### src/rtl/memory_cycle_scheduler_pkg.sv
// Shared chipset definitions for the memory cycle scheduler: FSM state encoding
// and default timing constants for a 50 MHz core clock.
package memory_cycle_scheduler_pkg;

  typedef enum logic [2:0] {
    IDLE    = 3'd0,
    ACCESS  = 3'd1,
    HOLD    = 3'd2,
    REFRESH = 3'd3,
    ARMED   = 3'd4
  } state_t;

  localparam int REFRESH_INTERVAL_DEF = 390;  // 7.8 us at 50 MHz
  localparam int MAX_PENDING_DEF      = 4;
  localparam int ACK_TIMEOUT_DEF      = 63;

endpackage

### src/rtl/memory_cycle_scheduler_refresh_timer.sv
// Free-running refresh interval counter with a saturating pending-refresh count.
// Pending updates one cycle after a wrap or ack; no backpressure (ack is a qualified pulse).
module memory_cycle_scheduler_refresh_timer
  import memory_cycle_scheduler_pkg::*;
#(
  parameter int REFRESH_INTERVAL = REFRESH_INTERVAL_DEF,
  parameter int MAX_PENDING      = MAX_PENDING_DEF
) (
  input  logic       clock,
  input  logic       reset_n,
  input  logic       refresh_ack,
  output logic [2:0] pending,
  output logic [2:0] pending_nxt
);

  localparam int CNT_W = $clog2(REFRESH_INTERVAL);
  localparam logic [CNT_W-1:0] CNT_LAST = CNT_W'(REFRESH_INTERVAL - 1);
  localparam logic [2:0] PEND_MAX = 3'(MAX_PENDING);

  logic [CNT_W-1:0] interval_q, interval_d;
  logic [2:0]       pending_q, pending_d;
  logic             wrap;

  always_comb begin
    wrap       = (interval_q == CNT_LAST);
    interval_d = wrap ? '0 : interval_q + CNT_W'(1);
    pending_d  = pending_q;
    // A wrap coinciding with an ack cancels out.
    if (wrap && !refresh_ack) begin
      if (pending_q != PEND_MAX) pending_d = pending_q + 3'd1;
    end else if (!wrap && refresh_ack && pending_q != 3'd0) begin
      pending_d = pending_q - 3'd1;
    end
  end

  always_ff @(posedge clock or negedge reset_n) begin
    if (!reset_n) begin
      interval_q <= '0;
      pending_q  <= '0;
    end else begin
      interval_q <= interval_d;
      pending_q  <= pending_d;
    end
  end

  assign pending     = pending_q;
  assign pending_nxt = pending_d;

endmodule

### src/rtl/memory_cycle_scheduler.sv
// Sequences bus RAM cycles and periodic refresh onto the SDRAM back end.
// Request issued one cycle after the strobe edge; bus held via memory_access_ready until ram_ack.
module memory_cycle_scheduler
  import memory_cycle_scheduler_pkg::*;
#(
  parameter int REFRESH_INTERVAL = REFRESH_INTERVAL_DEF,
  parameter int MAX_PENDING      = MAX_PENDING_DEF,
  parameter int ACK_TIMEOUT      = ACK_TIMEOUT_DEF
) (
  input  logic clock,
  input  logic reset_n,
  input  logic memory_read_n,
  input  logic memory_write_n,
  input  logic ram_address_select_n,
  output logic memory_access_ready,
  output logic ram_request,
  output logic ram_write,
  input  logic ram_ack,
  output logic refresh_request,
  input  logic refresh_ack,
  output logic timeout_error
);

  localparam int TMO_W = ($clog2(ACK_TIMEOUT + 1) > 6) ? $clog2(ACK_TIMEOUT + 1) : 6;
  localparam logic [TMO_W-1:0] TMO_LAST = TMO_W'(ACK_TIMEOUT - 1);
  localparam logic [2:0] PEND_MAX = 3'(MAX_PENDING);

  state_t           state_q, state_d;
  logic             strb_idle_q, strb_idle_d;
  logic             ram_request_q, ram_request_d;
  logic             ram_write_q, ram_write_d;
  logic             refresh_request_q, refresh_request_d;
  logic             timeout_error_q, timeout_error_d;
  logic             deferred_q, deferred_d;
  logic             def_write_q, def_write_d;
  logic             entry_max_q, entry_max_d;
  logic [TMO_W-1:0] tmo_q, tmo_d;

  logic       strb_idle, start, access_write, tmo_expire, ref_ack;
  logic [2:0] pending, pending_nxt;

  assign strb_idle    = memory_read_n & memory_write_n;
  assign start        = ~strb_idle & ~ram_address_select_n & strb_idle_q;
  assign access_write = ~memory_write_n & memory_read_n;  // both strobes low reads
  assign tmo_expire   = (state_q == ACCESS) && !ram_ack && (tmo_q == TMO_LAST);
  assign ref_ack      = refresh_ack && (state_q == REFRESH);

  memory_cycle_scheduler_refresh_timer #(
    .REFRESH_INTERVAL(REFRESH_INTERVAL),
    .MAX_PENDING     (MAX_PENDING)
  ) u_refresh_timer (
    .clock      (clock),
    .reset_n    (reset_n),
    .refresh_ack(ref_ack),
    .pending    (pending),
    .pending_nxt(pending_nxt)
  );

  always_ff @(posedge clock or negedge reset_n) begin
    if (!reset_n) begin
      state_q           <= IDLE;
      strb_idle_q       <= 1'b0;
      ram_request_q     <= 1'b0;
      ram_write_q       <= 1'b0;
      refresh_request_q <= 1'b0;
      timeout_error_q   <= 1'b0;
      deferred_q        <= 1'b0;
      def_write_q       <= 1'b0;
      entry_max_q       <= 1'b0;
      tmo_q             <= '0;
    end else begin
      state_q           <= state_d;
      strb_idle_q       <= strb_idle_d;
      ram_request_q     <= ram_request_d;
      ram_write_q       <= ram_write_d;
      refresh_request_q <= refresh_request_d;
      timeout_error_q   <= timeout_error_d;
      deferred_q        <= deferred_d;
      def_write_q       <= def_write_d;
      entry_max_q       <= entry_max_d;
      tmo_q             <= tmo_d;
    end
  end

  always_comb begin
    state_d = state_q;
    unique case (state_q)
      IDLE: begin
        if (start) state_d = (pending < PEND_MAX) ? ACCESS : REFRESH;
        else if (pending != 3'd0) state_d = REFRESH;
      end
      ACCESS:  if (ram_ack || tmo_expire) state_d = HOLD;
      HOLD:    if (strb_idle) state_d = IDLE;
      REFRESH: begin
        if (ref_ack) begin
          if (deferred_q || start) state_d = ARMED;
          else if (pending_nxt != 3'd0 && entry_max_q) state_d = REFRESH;
          else state_d = IDLE;
        end
      end
      ARMED:   state_d = ACCESS;
      default: state_d = IDLE;
    endcase
  end

  always_comb begin
    strb_idle_d       = strb_idle;
    ram_request_d     = (state_d == ACCESS);
    refresh_request_d = (state_d == REFRESH);
    ram_write_d       = ram_write_q;
    timeout_error_d   = timeout_error_q | tmo_expire;
    deferred_d        = deferred_q;
    def_write_d       = def_write_q;
    entry_max_d       = entry_max_q;
    tmo_d             = (state_q == ACCESS) ? tmo_q + TMO_W'(1) : '0;

    if (state_q == IDLE && state_d == ACCESS) ram_write_d = access_write;
    if (state_q == ARMED) begin
      ram_write_d = def_write_q;
      deferred_d  = 1'b0;
    end
    // A strobe edge that cannot be served now is remembered across the refresh.
    if (start && ((state_q == IDLE && state_d == REFRESH) || state_q == REFRESH)) begin
      deferred_d  = 1'b1;
      def_write_d = access_write;
    end
    if (state_q == IDLE && state_d == REFRESH) entry_max_d = (pending == PEND_MAX);

    memory_access_ready = 1'b1;
    if ((state_q == IDLE && start) ||
        (state_q == REFRESH && (start || deferred_q)) ||
        state_q == ACCESS || state_q == ARMED)
      memory_access_ready = 1'b0;
  end

  assign ram_request     = ram_request_q;
  assign ram_write       = ram_write_q;
  assign refresh_request = refresh_request_q;
  assign timeout_error   = timeout_error_q;

endmodule

### config.mk
export PLATFORM = sky130hd
export DESIGN_NAME = memory_cycle_scheduler
export DESIGN_NICKNAME = d
export VERILOG_FILES = /design/src/rtl/memory_cycle_scheduler_pkg.sv /design/src/rtl/memory_cycle_scheduler_refresh_timer.sv /design/src/rtl/memory_cycle_scheduler.sv
export SDC_FILE = /design/constraint.sdc
export NUM_CORES = 1
export LEC_CHECK = 0
export BUFFER_PORTS_ARGS = -buffer_cell sky130_fd_sc_hd__clkbuf_2
export CAP_MARGIN = 20
export CORE_MARGIN = 5
export CORE_UTILIZATION = 50
export DETAILED_ROUTE_END_ITERATION = 10
export PLACE_DENSITY = 0.64
export SKIP_CTS_REPAIR_TIMING = 1
export SLEW_MARGIN = 20
export SYNTH_ARGS = -nofsm -noshare
export SYNTH_HDL_FRONTEND = slang
export SYNTH_SLANG_ARGS = --single-unit
### constraint.sdc
create_clock -name clock -period 2.8 [get_ports clock]
set_input_delay 0.42 -clock clock [delete_from_list [all_inputs] [get_ports clock]]
set_output_delay 0.42 -clock clock [all_outputs]
set_load 0.02 [all_outputs]
==> impl_metrics.yaml, run 1 <==
status:
  status: "completed"
logic_synthesis:
  ys_seq_elements: 29
  syn_area_per_cell_um2: 10.4
  ys_types: 44
  ys_async_sr_fraction: 1.00
  synth_ff_type: "dfrtp_1"
  ys_seq_area_frac: 0.465
  syn_nets: 164
  syn_inst: 150
  yosys_warnings: 0
  syn_area_um2: 1560
  synth_edf_count: 0
placed_design:
  dp.cells: 201
  port_buffers: 11
  place_ws_ps: 402
  gp_congestion: 0.876
  dpl.hpwl_um: 2160
  place_area_um2: 1650
sta:
  setup_slack_ps: 411
  maxSlewHeadroom: 0.532
  setup_viol: 0
  fin_crit_ps: 2390
  tightest_slew_ps: 702
  finClkSkew_ps: 11.2
  slew_viol_final: 0
  hold_violations: 0
  fin_setup_tns_ps: 0
  fmax_mhz: 419
  finalCritPeriodShare: 0.853
  rsz0062_at_grt: "false"
clocking:
  cts_buffer_depth: 2
  h-tree-depth: 2
  clock-sinks: 29
  cts_root_buffer: "clkbuf_4"
  clk_pin_slew_ps: 90
  insertion_delay_ps: 320
  cts_buffers: 5
  cts_tree: "built"
layout:
  n_antenna_cell: 0
  instances_no_fill: 209
  fin_area_um2: 1700
  nets: 178
  syn2layout_area_growth_pct: 9.15
  drive_above_1_share: 0.194
pwr:
  ir_worst_vdd_v: 0.000334
  power_density_nw_per_um2: 524
  finalPower_w: 0.000891
  power.leakage_nw: 0.765
detailed_routing:
  first_pass_iters: 4
  ant_nets: 0
  vias: 1157
  drtIter0Drc: 74
  drc_errors: 0
  via_per_inst: 5.54
  wl_per_cell_um: 14.2
  drt_wl_total_um: 2970
global_routing:
  antenna_found_initial: 0
  grt_use_total: 0.164
  grt_start_max_net_pins: 30
  grt_pass1_vias: 1191
  grt_pass1_wl_um: 5350
  grt-ovfl-total: 0
critical_path:
  crit_path_max_fanout: 7
  path_class: "flip-flop to flip-flop"
  worstPathRequired_ps: 3000
  startpoint_type: "flip-flop"
  arrival_ps: 2590
  cp-end-kind: "flip-flop"
floorplan:
  rows: 20
  dieArea_um2: 4330
  die_y_um: 65.8
  die_width_um: 65.8
  start_util: 0.515
  io_pins: 12
  core_area_um2: 3030
run:
  maxCapViolations: 0
hold_path:
  hp-class: "primary input to asynchronous set/reset pin"
-- worst paths after layout --
check,depth (start not counted),end,start,slack (ps)
worst min register to register,1,timeout_error,timeout_error,470
min in group clock,3,timeout_error,ram_ack,440
worst max-delay path,7,state_q[1],u_refresh_timer.interval_q[1],410
worst min-delay path,1,ram_request,reset_n,120
worst max register to register,7,state_q[1],u_refresh_timer.interval_q[1],410
max in group asynchronous,1,u_refresh_timer.interval_q[4],reset_n,2210
-- per-layer routing --
layer / share of wire / vias up / wire (µm) / GRT usage
li1: - / 556 / - / -
met1: 0.44 / 577 / 1300 / 0.198
met2: 0.51 / 20 / 1510 / 0.273
met3: 0.039 / 4 / 116 / 0.0544
met4: 0.014 / 0 / 42 / 0.0570
met5: 0 / - / 0 / 0
-- synthesized netlist by cell type, drive strengths merged, types with 2 or more instances --
| master | number | area (µm²) |
|---|---|---|
| xor2 | 5 | 43.8 |
| xnor2 | 6 | 52.6 |
| nor2b | 4 | 25.0 |
| a221o | 2 | 20.0 |
| ha | 7 | 87.6 |
| nand2 | 8 | 30.0 |
| nand3 | 7 | 35.0 |
| clkbuf | 3 | 11.3 |
| and2 | 2 | 12.5 |
| nand2b | 3 | 18.8 |
| nand3b | 3 | 22.5 |
| inv | 6 | 22.5 |
| nand4b | 3 | 26.3 |
| a21o | 3 | 22.5 |
| nor2 | 19 | 73.8 |
| a21oi | 6 | 30.0 |
| or2 | 3 | 18.8 |
| dfrtp | 29 | 726 |
| mux2 | 3 | 33.8 |
| a211oi | 2 | 15.0 |
| o21ai | 5 | 25.0 |
| nand4 | 2 | 18.8 |
| and3 | 3 | 20.0 |
-- kinds of logic (layout without fill, tap and decap cells) --
family                     Yosys count  count (layout)  share of synthesized area
buffers and inverters               10              25                     0.0249
adders and majority gates            7               7                     0.0562
muxes                                4               4                     0.0361
and+or+nand+nor                     64              64                      0.239
DFF                                 29              29                      0.465
xor gates and xnor gates            11              11                     0.0618
AOI/OAI and AO/OA                   25              25                      0.116
-- report_power, final --
group	total [W]	switching [W]	leakage, nW	internal (W)
clock	0.000238	0.000139	0.0265	0.0000999
combinational	0.000162	0.0000884	0.352	0.0000736
sequential	0.000491	0.0000419	0.386	0.000449
-- layout by cell type, fill, tap and decap left out, drive strengths merged, types with 2 or more instances in the layout --
| master | count |
|---|---|
| nand4b | 3 |
| and2 | 2 |
| o21ai | 5 |
| nand3b | 3 |
| or2 | 3 |
| nand4 | 2 |
| a21oi | 6 |
| nand2b | 3 |
| clkbuf | 19 |
| and3 | 3 |
| nor2 | 19 |
| nand2 | 8 |
| nor2b | 4 |
| a211oi | 2 |
| inv | 6 |
| mux2 | 3 |
| a221o | 2 |
| ha | 7 |
| xnor2 | 6 |
| nand3 | 7 |
| xor2 | 5 |
| a21o | 3 |
| dfrtp | 29 |
-- critical path: stages, from the launching register on --
cell and delay [ps]:
dfrtp_1 410, inv_1 70, ha_1 120, or4b_4 490
nor2_2 290, mux4_2 570, a31oi_2 230, o22ai_2 100
-- per-stage QoR --
step | util | hold slack, ps
5_1_grt | 0.562 | 177
6_report | 0.562 | 124
4_1_cts | 0.562 | 142
2_1_floorplan | - | 124
3_3_place_gp | 0.546 | 439
3_5_place_dp | 0.546 | 449
-- cell type report --
class | instances | area, µm²
sequential | 29 | 726
clock buffer | 8 | 48.8
inverter | 6 | 22.5
multi-input combinational | 111 | 795
fill | 270 | 1330
timing repair buffer | 11 | 55.1
tap | 44 | 55.1
-- sequential cells by signal, summed over array words and instances, names as in the netlist --
signal and cells:
u_refresh_timer.interval_q 9, tmo_q 6, state_q 3, u_refresh_timer.pending 3
def_write_q 1, deferred_q 1, entry_max_q 1, ram_request 1
ram_write 1, refresh_request 1, strb_idle_q 1, timeout_error 1
Note: power is estimated with default switching activity, not from simulation.
==> inputs of run 2 (changes only) <==
--- a/config.mk
+++ b/config.mk
@@ -5,6 +5,7 @@
 export SDC_FILE = /design/constraint.sdc
 export NUM_CORES = 1
 export LEC_CHECK = 0
+export ABC_AREA = 1
 export BUFFER_PORTS_ARGS = -buffer_cell sky130_fd_sc_hd__clkbuf_2
 export CAP_MARGIN = 20
 export CORE_MARGIN = 5
==> run 2 against run 1 <==
Power grew 20%. Sequential power grew 0.8%. Combinational power grew 31%. Critical path depth shrank 2. Clock skew shrank 5.6 ps. Global-route usage shrank 0.60 points. Final cell count grew 25%. Non-clock buffer count is the same. Sequential share of layout area shrank 2.8 points. Core utilization grew 2.5 points. Largest power group unchanged.
==> impl_metrics.yaml, run 2 <==
layout:
  drive_above_1_share: 0.226
  multiInputGateArea_um2: 743
  layout_commonest_cell: "inv_1"
  n_antenna_cell: 0
  layout_common_cells: "32 x inv_1, 30 x nand2_1, 29 x dfrtp_1, 18 x nor2_1, 15 x nand3_1"
  largest_reg_flops: 9
  largestRegisters: "u_refresh_timer.interval_q: 9 flops, tmo_q: 6 flops"
  seqCellArea_um2: 726
  largest_register: "u_refresh_timer.interval_q"
  fin_util: 0.587
  syn2layout_area_growth_pct: 11.2
  fillCellCount: 302
  nets: 230
logic_synthesis:
  synth.area.top_cells: "dfrtp_1 44%, inv_1 7.3%, nand2_1 6.9%"
  synth_most_common_cell: "inv_1"
  ys_types: 31
  ys_seq_area_frac: 0.443
  syn_area_per_cell_um2: 8.23
  yosysTopAreaCellShare: 0.443
  ys_async_sr_fraction: 1.00
  syn_nets: 213
  synthTopCellsByCount: "32 x inv_1, 30 x nand2_1, 29 x dfrtp_1"
  syn_area_um2: 1640
  yosys.area.top_type: "dfrtp_1"
  yosys_warnings: 0
  ys_seq_elements: 29
  synth_ff_type: "dfrtp_1"
  synth_edf_count: 0
  syn_inst: 199
critical_path:
  r2r_slack_ps: 810
  startpoint_type: "flip-flop"
  crit_path_max_fanout: 5
  cp-end-kind: "output pin"
  r2r-end: "ram_write"
  worstPathRequired_ps: 2380
  crit_path_start: "state_q[1]"
  arrival_ps: 1760
  r2r-start: "u_refresh_timer.pending[0]"
  path_class: "flip-flop to output pin"
  r2r_cells: 16
pwr:
  power_density_nw_per_um2: 586
  finalPower_w: 0.00107
  ir_worst_vdd_v: 0.000469
  power.leakage_nw: 0.986
detailed_routing:
  met1_length_um: 1370
  maxUsedRoutingLayer: "met4"
  via_per_inst: 5.00
  wl_met3_um: 116
  wl_per_cell_um: 11.3
  first_pass_iters: 4
  ant_nets: 0
  vias: 1305
  drtIter0Drc: 94
  drt_wl_total_um: 2960
  drc_errors: 0
  met2_length_um: 1440
placed_design:
  port_buffers: 11
  gp_congestion: 0.934
  dpl.hpwl_um: 2300
clocking:
  cts_buffer_depth: 2
  cts_tree: "built"
  cts_root_buffer: "clkbuf_4"
  clk_pin_slew_ps: 100
  clock-sinks: 29
  cts_buffers: 5
  insertion_delay_ps: 330
  h-tree-depth: 2
global_routing:
  grt-ovfl-total: 0
  grt_pass1_vias: 1305
  antenna_found_initial: 0
  grt_pass1_wl_um: 5440
  grt_start_max_net_pins: 30
  grt_use_total: 0.158
floorplan:
  die_y_um: 67.2
  die_width_um: 67.2
  io_pins: 12
  rows: 20
  dieArea_um2: 4520
  start_util: 0.528
  core_area_um2: 3100
run:
  maxCapViolations: 0
sta:
  setup_viol: 0
  hold_violations: 0
  slew_viol_final: 0
  fin_setup_tns_ps: 0
  rsz0062_at_grt: "false"
  tightest_slew_ps: 705
  fmax_mhz: 459
  maxSlewHeadroom: 0.530
  finalCritPeriodShare: 0.779
  fin_crit_ps: 2180
  finClkSkew_ps: 5.65
status:
  status: "completed"
hold_path:
  hp-class: "primary input to asynchronous set/reset pin"
run 2: cell count changes after synthesis, moves of 4 or more:
cell     before  now
a21oi_1       6   10
xnor2_1       6    0
nand2_1       8   30
nor2b_1       4    0
o21ai_0       3   10
inv_2         0   10
inv_1         6   32
nand2_2       0    5
nand3_1       7   15
run 2: logic make-up after synthesis:
logic type      synth area share
xor+xnor                  0.0107
simple gates               0.280
fa+ha+maj                 0.0535
buf+inv                    0.103
flops                      0.443
compound gates             0.110
run 2: metrics by stage:
step	cells	worst slack (ps)	instance area (µm²)	hold slack, ps
2_1_floorplan	199	595	1640	124
3_3_place_gp	253	927	1740	453
3_5_place_dp	253	840	1740	465
4_1_cts	261	603	1820	138
5_1_grt	261	412	1820	172
6_report	261	620	1820	124
run 2: how the worst max path moves through the flow:
stage | depth (start not counted) | to
floorplan | 4 | memory_access_ready
global placement | 8 | memory_access_ready
detailed placement | 16 | ram_write
CTS | 5 | memory_access_ready
global route | 5 | memory_access_ready
finish | 5 | memory_access_ready
run 2: per-layer routing:
metal,track usage,up-vias
met1,0.193,601
li1,-,669
met5,0,-
met2,0.256,31
met4,0.0582,0
met3,0.0566,4
run 2: layout make-up:
cell class                      count  area share
Clock buffer                        7      0.0302
Clock inverter                      1      0.0165
Multi-Input combinational cell    127       0.408
Inverter                           42      0.0865
Tap cell                           44      0.0302
Sequential cell                    29       0.398
Timing Repair Buffer               11      0.0302
run 2: where the power goes:
part           leakage [nW]  switching, W  internal [W]
registers             0.382     0.0000348      0.000460
clock network        0.0455      0.000147      0.000213
logic                 0.558      0.000144     0.0000686
run 2: worst max-delay path: stages (launching register included):
cell       delay [ps]
dfrtp_1           440
nor2_1             90
inv_1             110
nor2_1             90
a2111oi_0         450
clkbuf_2          250
